## config.mk

```make
export PLATFORM = sky130hd
export DESIGN_NAME = mac_psum_accumulator_mc
export DESIGN_NICKNAME = d
export VERILOG_FILES = /design/src/rtl/mac_pkg.sv /design/src/rtl/mac_psum_fifo.sv /design/src/rtl/mac_psum_accumulator_mc.sv
export SDC_FILE = /design/constraint.sdc
export NUM_CORES = 1
export LEC_CHECK = 0
export CORE_ASPECT_RATIO = 1.1
export CORE_MARGIN = 5
export CORE_UTILIZATION = 45
export CTS_CLUSTER_DIAMETER = 100
export DETAILED_ROUTE_END_ITERATION = 16
export MAX_ROUTING_LAYER = met4
export SYNTH_ARGS = -nofsm -noshare
export SYNTH_HDL_FRONTEND = slang
export SYNTH_HIERARCHICAL = 1
export SYNTH_SLANG_ARGS = --single-unit
```

## constraint.sdc

```tcl
create_clock -name mac_psum_accumulator_mc_i_clk -period 14.6 [get_ports mac_psum_accumulator_mc_i_clk]
set_input_delay 2.92 -clock mac_psum_accumulator_mc_i_clk [delete_from_list [all_inputs] [get_ports mac_psum_accumulator_mc_i_clk]]
set_output_delay 2.92 -clock mac_psum_accumulator_mc_i_clk [all_outputs]
set_load 0.02 [all_outputs]
```

## src/rtl/mac_pkg.sv

```systemverilog
// Shared widths and arithmetic helpers for the multi-channel psum accumulator.
// Helpers work on a wide signed type so callers can sign-extend into it.
package mac_pkg;

  localparam int unsigned DefPsumW = 32;
  localparam int unsigned DefAccW  = 40;
  localparam int unsigned DefOutW  = 32;
  localparam int unsigned CalcW    = 64;

  typedef logic signed [CalcW-1:0] calc_t;

  // Clamp to the signed range of an out_w-bit value.
  function automatic calc_t sat_signed(input calc_t value, input int unsigned out_w);
    calc_t max_v;
    calc_t min_v;
    max_v = (calc_t'(1) <<< (out_w - 1)) - calc_t'(1);
    min_v = -max_v - calc_t'(1);
    if (value > max_v) begin
      return max_v;
    end else if (value < min_v) begin
      return min_v;
    end
    return value;
  endfunction

  function automatic calc_t relu(input calc_t value);
    return value[CalcW-1] ? '0 : value;
  endfunction

endpackage

```

## src/rtl/mac_psum_fifo.sv

```systemverilog
// Synchronous FIFO whose read data is a registered copy of the head entry.
// The head register holds its last value once the FIFO drains.
module mac_psum_fifo #(
  parameter int unsigned WIDTH = 32,
  parameter int unsigned DEPTH = 4,
  localparam int unsigned PtrW = $clog2(DEPTH),
  localparam int unsigned CntW = $clog2(DEPTH + 1)
) (
  input  logic             clk_i,
  input  logic             rst_ni,
  input  logic             push_i,
  input  logic [WIDTH-1:0] wdata_i,
  input  logic             pop_i,
  output logic [WIDTH-1:0] rdata_o,
  output logic [CntW-1:0]  count_o,
  output logic             full_o,
  output logic             empty_o
);

  logic [WIDTH-1:0] mem_q [DEPTH];
  logic [PtrW-1:0]  wptr_q, wptr_d;
  logic [PtrW-1:0]  rptr_q, rptr_d;
  logic [CntW-1:0]  count_q, count_d;
  logic [WIDTH-1:0] rdata_q, rdata_d;
  logic             do_push, do_pop;

  assign full_o  = (count_q == CntW'(DEPTH));
  assign empty_o = (count_q == '0);
  assign count_o = count_q;
  assign rdata_o = rdata_q;

  always_comb begin
    do_push = push_i & ~full_o;
    do_pop  = pop_i & ~empty_o;
    wptr_d  = do_push ? wptr_q + PtrW'(1) : wptr_q;
    rptr_d  = do_pop ? rptr_q + PtrW'(1) : rptr_q;
    rdata_d = rdata_q;
    count_d = count_q;
    unique case ({do_push, do_pop})
      2'b10:   count_d = count_q + CntW'(1);
      2'b01:   count_d = count_q - CntW'(1);
      default: count_d = count_q;
    endcase
    // The head register must track the entry that becomes the head after this edge.
    if (do_pop) begin
      if (count_q > CntW'(1)) begin
        rdata_d = mem_q[rptr_d];
      end else if (do_push) begin
        rdata_d = wdata_i;
      end
    end else if (do_push && empty_o) begin
      rdata_d = wdata_i;
    end
  end

  always_ff @(posedge clk_i) begin
    if (do_push) begin
      mem_q[wptr_q] <= wdata_i;
    end
  end

  always_ff @(posedge clk_i or negedge rst_ni) begin
    if (!rst_ni) begin
      wptr_q  <= '0;
      rptr_q  <= '0;
      count_q <= '0;
      rdata_q <= '0;
    end else begin
      wptr_q  <= wptr_d;
      rptr_q  <= rptr_d;
      count_q <= count_d;
      rdata_q <= rdata_d;
    end
  end

endmodule

```

## src/rtl/mac_psum_accumulator_mc.sv

```systemverilog
// Multi-channel psum accumulator: round-robin channel accumulation, bias/ReLU/saturate on the
// final pass, results buffered in an output FIFO for a request/grant downstream.
module mac_psum_accumulator_mc
  import mac_pkg::*;
#(
  parameter int unsigned NUM_CH     = 4,
  parameter int unsigned PSUM_W     = DefPsumW,
  parameter int unsigned ACC_W      = DefAccW,
  parameter int unsigned OUT_W      = DefOutW,
  parameter int unsigned FIFO_DEPTH = 4,
  parameter bit          SAT_EN     = 1'b1,
  localparam int unsigned CH_W = (NUM_CH > 1) ? $clog2(NUM_CH) : 1
) (
  input  logic              mac_psum_accumulator_mc_i_clk,
  input  logic              mac_psum_accumulator_mc_i_reset_n,
  input  logic              mac_psum_accumulator_mc_i_relu_en,
  output logic              mac_psum_accumulator_mc_o_psum_ready,
  input  logic              mac_psum_accumulator_mc_i_psum_valid,
  input  logic [PSUM_W-1:0] mac_psum_accumulator_mc_i_psum_data,
  input  logic              mac_psum_accumulator_mc_i_inter_end,
  input  logic              mac_psum_accumulator_mc_i_accum_end,
  output logic              mac_psum_accumulator_mc_o_bias_ready,
  input  logic              mac_psum_accumulator_mc_i_bias_valid,
  input  logic [PSUM_W-1:0] mac_psum_accumulator_mc_i_bias_data,
  output logic              mac_psum_accumulator_mc_o_output_ready,
  input  logic              mac_psum_accumulator_mc_i_output_valid,
  output logic [OUT_W-1:0]  mac_psum_accumulator_mc_o_output_data,
  output logic [CH_W-1:0]   mac_psum_accumulator_mc_o_ch_ptr
);

  localparam int unsigned SumW = ACC_W + 2;
  localparam int unsigned FifoCntW = $clog2(FIFO_DEPTH + 1);

  logic [ACC_W-1:0]    acc_q [NUM_CH];
  logic [ACC_W-1:0]    acc_d [NUM_CH];
  logic [CH_W-1:0]     ch_ptr_q, ch_ptr_d;
  logic [ACC_W-1:0]    acc_cur, acc_sum, psum_ext;
  logic [SumW-1:0]     fin_sum;
  calc_t               fin_ext, relu_val, sat_val;
  logic [OUT_W-1:0]    result;
  logic                fin, accept, psum_ready;
  logic                fifo_full, fifo_empty;
  logic [FifoCntW-1:0] fifo_count;
  logic                unused_bits;

  always_comb begin
    fin = mac_psum_accumulator_mc_i_psum_valid & mac_psum_accumulator_mc_i_inter_end &
          mac_psum_accumulator_mc_i_accum_end;
    // A final beat needs its bias and a free FIFO slot; a same-cycle pop does not help.
    psum_ready = fin ? (mac_psum_accumulator_mc_i_bias_valid & ~fifo_full) : 1'b1;
    accept     = mac_psum_accumulator_mc_i_psum_valid & psum_ready;

    acc_cur = '0;
    for (int i = 0; i < NUM_CH; i++) begin
      if (ch_ptr_q == CH_W'(i)) begin
        acc_cur = acc_q[i];
      end
    end

    psum_ext = {{(ACC_W - PSUM_W){mac_psum_accumulator_mc_i_psum_data[PSUM_W-1]}},
                mac_psum_accumulator_mc_i_psum_data};
    acc_sum  = acc_cur + psum_ext;
    fin_sum  = {{2{acc_cur[ACC_W-1]}}, acc_cur} +
               {{(SumW - PSUM_W){mac_psum_accumulator_mc_i_psum_data[PSUM_W-1]}},
                mac_psum_accumulator_mc_i_psum_data} +
               {{(SumW - PSUM_W){mac_psum_accumulator_mc_i_bias_data[PSUM_W-1]}},
                mac_psum_accumulator_mc_i_bias_data};
    fin_ext  = {{(CalcW - SumW){fin_sum[SumW-1]}}, fin_sum};
    relu_val = mac_psum_accumulator_mc_i_relu_en ? relu(fin_ext) : fin_ext;
    sat_val  = sat_signed(relu_val, OUT_W);
    result   = SAT_EN ? sat_val[OUT_W-1:0] : relu_val[OUT_W-1:0];

    acc_d = acc_q;
    for (int i = 0; i < NUM_CH; i++) begin
      if (accept && ch_ptr_q == CH_W'(i)) begin
        acc_d[i] = fin ? '0 : acc_sum;
      end
    end

    ch_ptr_d = ch_ptr_q;
    if (accept && mac_psum_accumulator_mc_i_inter_end) begin
      ch_ptr_d = (ch_ptr_q == CH_W'(NUM_CH - 1)) ? '0 : ch_ptr_q + CH_W'(1);
    end
  end

  always_ff @(posedge mac_psum_accumulator_mc_i_clk or negedge mac_psum_accumulator_mc_i_reset_n)
  begin
    if (!mac_psum_accumulator_mc_i_reset_n) begin
      for (int i = 0; i < NUM_CH; i++) begin
        acc_q[i] <= '0;
      end
      ch_ptr_q <= '0;
    end else begin
      acc_q    <= acc_d;
      ch_ptr_q <= ch_ptr_d;
    end
  end

  mac_psum_fifo #(
    .WIDTH (OUT_W),
    .DEPTH (FIFO_DEPTH)
  ) u_fifo (
    .clk_i   (mac_psum_accumulator_mc_i_clk),
    .rst_ni  (mac_psum_accumulator_mc_i_reset_n),
    .push_i  (accept & fin),
    .wdata_i (result),
    .pop_i   (mac_psum_accumulator_mc_i_output_valid),
    .rdata_o (mac_psum_accumulator_mc_o_output_data),
    .count_o (fifo_count),
    .full_o  (fifo_full),
    .empty_o (fifo_empty)
  );

  assign mac_psum_accumulator_mc_o_psum_ready   = psum_ready;
  assign mac_psum_accumulator_mc_o_bias_ready   = fin & psum_ready;
  assign mac_psum_accumulator_mc_o_output_ready = ~fifo_empty;
  assign mac_psum_accumulator_mc_o_ch_ptr       = ch_ptr_q;

  assign unused_bits = ^{sat_val[CalcW-1:OUT_W], relu_val[CalcW-1:OUT_W], fifo_count};

endmodule

```

==> metrics.md <==
| Metric | Value |
|---|---|
| CP Data Arrival Time | `slightly below 9 ns` |
| Pin count of the biggest net entering global routing | `87` |
| Rows | `roughly 80` |
| Worst Skew | `0.0190 ns` |
| Fin area | `23200 µm²` |
| Post-synthesis compound-gate area fraction | `21.2%` |
| Vias in the first global route | `approximately 16k` |
| Min-delay worst type | `flop to flop` |
| Fin util | `51.2%` |
| Clock slew at reported path FFs | `roughly 0.060 ns` |
| I/O pin count | `109` |
| Sink Count | `329` |
| Slowest-stage cell, CP | `a41o_2` |
| Drt total wl | `roughly 56 mm` |
| Chip width | `213 µm` |
| Vias | `15.4k` |
| Crit path capture type | `flop` |
| Critical path startpoint category | `input pin` |
| Largest family of logic cells by synthesized area | `compound AO/OA/AOI/OAI gates` |
| Placed Instance Area | `22000 µm²` |
| Worst slew pin tran | `approximately 1 ns` |
| Synth top area share | `between 20% and 30%` |
| Hold Path Cell Cnt | `2` |
| Final hold vios | `0` |
| RD Place Congestion | `between 0.9 and 1` |
| Simple-Gate Fraction of Synth Area | `between 10% and 20%` |
| DR pass1 iterations | `5` |
| CTS tree | `done` |
| Worst Setup SP | `mac_psum_accumulator_mc_i_psum_data[31]` |
| Die Ht | `roughly 230 µm` |
| Iter 0 DRT Violations | `951` |
| EDFF count, synth | `~130` |
| Resized cells post-CTS | `0` |
| Commonest cells post-synth | `302 x nand2_1, 201 x dfrtp_1, 192 x o21ai_0, 133 x a21oi_1, 128 x edfxtp_1` |
| Worst r2r src | `mac_psum_accumulator_mc_o_ch_ptr[0]` |
| Critical setup path kind | `input pin to flop` |
| Fin Hold WS | `approximately 0.48 ns` |
| Post-DP HPWL | `between 30 and 40 mm` |
| Cells along the critical path | `clkdlybuf4s50_1 > inv_1 > fa_1 > inv_1 > ha_1 > nand4_1 > nor4_1 > nand2_1 > o21ai_1 > o41ai_1 > nor3_1 > o221ai_1 > nor4b_1 > a41o_2 > o311ai_0 > a221o_1` |
| Synth Area in Adders | `around a tenth` |
| Die ar. | `~50000 µm²` |
| Layout area overhead | `13.3%` |
| Port bufs | `roughly 110` |
| Clock Latency Late Sink | `0.56 ns` |
| Final setup fails | `0` |
| Routed Antenna Nets | `0` |
| Async set or reset register ratio after synthesis | `about 61%` |
| Post-synthesis xor/xnor area fraction | `under 10%` |
| Initial core utilization | `45.2%` |
| Achievable Freq | `around 0.12 GHz` |
| Synthesized flop and latch total | `roughly 330` |
| Routed len/inst | `about 21 µm` |
| Max FO, Critical Path | `31` |
| Period minus WS final | `about 8.5 ns` |
| Tot GR Track Use | `23.1%` |
| Share of cells above drive strength 1 | `9.82%` |
| Mapped cell area | `about 20000 µm²` |
| # diodes | `0` |
| Max cap viols | `0` |
| Critical path required time | `15.03 ns` |
| H-tree levels | `2` |
| Count leader, synth | `nand2_1` |
| Sequential area share after synthesis | `roughly 43%` |
| Gr ovfl total | `0` |
| Crit path top cell by count | `inv_1` |
| Via/cell ratio | `between 5 and 6` |
| Yosys warning count | `6` |
| Largest area contributor in the netlist | `dfrtp_1` |
| Final nets | `2239` |
| CORE AREA | `approximately 45000 µm²` |
| Syn avg cell area | `10.3 µm²` |
| Syn_nets | `about 2.2k` |
| Rel. slew slack | `32.1%` |
| Setup TNS Final | `0 ns` |
| Initial antenna violation count | `1` |
| Postcts setup bufs | `0` |
| Unique masters post-synth | `85` |
| Worst r2r path cells | `19` |
| Residual DRC | `0` |
| Max clock buf depth | `3` |
| First-pass GRT wire length | `88.3 mm` |
| Hold Crit Start | `acc_q[61]` |
| Clock buffer count from CTS | `38` |
| Mux contribution to synthesized area | `roughly 7.1%` |
| Ys flop type | `dfrtp_1` |
| Max-slew violations | `0` |
| Hold Buf Count CTS | `0` |
| Outcome | `finished clean` |
| Final worst-path cycle share | `roughly 58%` |
| Most area-consuming cells after synthesis | `dfrtp_1 25%, edfxtp_1 19%, mux4_2 6.3%` |
| RSZ-0062 raised after global routing | `false` |
| Clock Root Buffer | `clkbuf_16` |
| CP peak stage delay | `about 0.78 ns` |
| Synth Instances | `1981` |
per-layer routing:
layer / track usage [%] / part of all wire, % / vias to the layer above
met5: - / 0 / -
met4: 8.03 / 3.4 / 0
met3: 2.56 / 4.1 / 103
met2: 38.0 / 49 / 340
met1: 30.1 / 44 / 7562
li1: - / - / 7430
state kept, by name, summed over array words and instances, names as in the netlist:
signal and flops:
acc_q 160, u_fifo/mem_q 128, u_fifo/rdata_o 32, u_fifo/count_o 3
mac_psum_accumulator_mc_o_ch_ptr 2, u_fifo/rptr_q 2, u_fifo/wptr_q 2
placed cells by master, fill, tap and decap left out, types with 9 or more instances in the layout:
cell type,count
nand2_1,298
dfrtp_1,200
o21ai_0,192
a21oi_1,133
edfxtp_1,128
nor2_1,113
clkdlybuf4s50_1,107
ha_1,89
inv_1,68
a21o_1,61
mux4_2,57
o31ai_1,46
xnor2_1,42
fa_1,42
clkbuf_16,39
a221o_1,32
a22o_1,30
nand3_1,28
xor2_1,28
a22oi_1,23
buf_4,22
a211oi_1,14
or2_2,14
nand4_1,13
and3_1,11
o21bai_1,11
and2_1,11
nand2b_1,11
o31ai_2,10
o311ai_2,10
nor2b_1,9
o311ai_0,9
cell families (layout without fill, tap and decap cells):
kind of cell,count (synthesis),in the layout
flip-flops,329,329
AND/OR/NAND/NOR,551,551
buffers and inverters,187,264
XOR/XNOR,70,70
multiplexers,68,68
AO/OA/AOI/OAI,642,642
adder cells (fa/ha/maj),134,134
metrics by stage:
stage	cells	worst slack, ns
floorplan	1981	7.79
global placement	2581	5.74
detailed placement	2581	5.65
CTS	2646	6.21
global route	2646	5.68
finish	2646	6.14
layout make-up:
| type | count | area (µm²) |
|---|---|---|
| Timing Repair Buffer | 130 | 1250 |
| Tap cell | 588 | 736 |
| Inverter | 69 | 259 |
| Fill cell | 4149 | 22100 |
| Sequential cell | 329 | 8880 |
| Multi-Input combinational cell | 1465 | 10900 |
| Clock buffer | 50 | 1050 |
| Clock inverter | 15 | 154 |
path summary, 6_finish.rpt:
check,end,slack [ns]
setup / recovery,u_fifo/rdata_o[4],6.14
max in group asynchronous,acc_q[25],10.09
hold reg to reg,acc_q[61],0.48
min in group asynchronous,u_fifo/count_o[1],2.45
hold / removal,acc_q[61],0.48
setup reg to reg,u_fifo/rdata_o[4],6.90
worst max-delay path: cells and delay by family:
| kind | cells | cell delay, ns |
|---|---|---|
| compound gates | 6 | 2.30 |
| fa+ha+maj | 2 | 1.16 |
| buf+inv | 3 | 1.20 |
| simple gates | 5 | 1.29 |
Power is left out: the tool's default activity adds up to more than one toggle a clock period on the data nets, which glitch-free logic cannot reach.
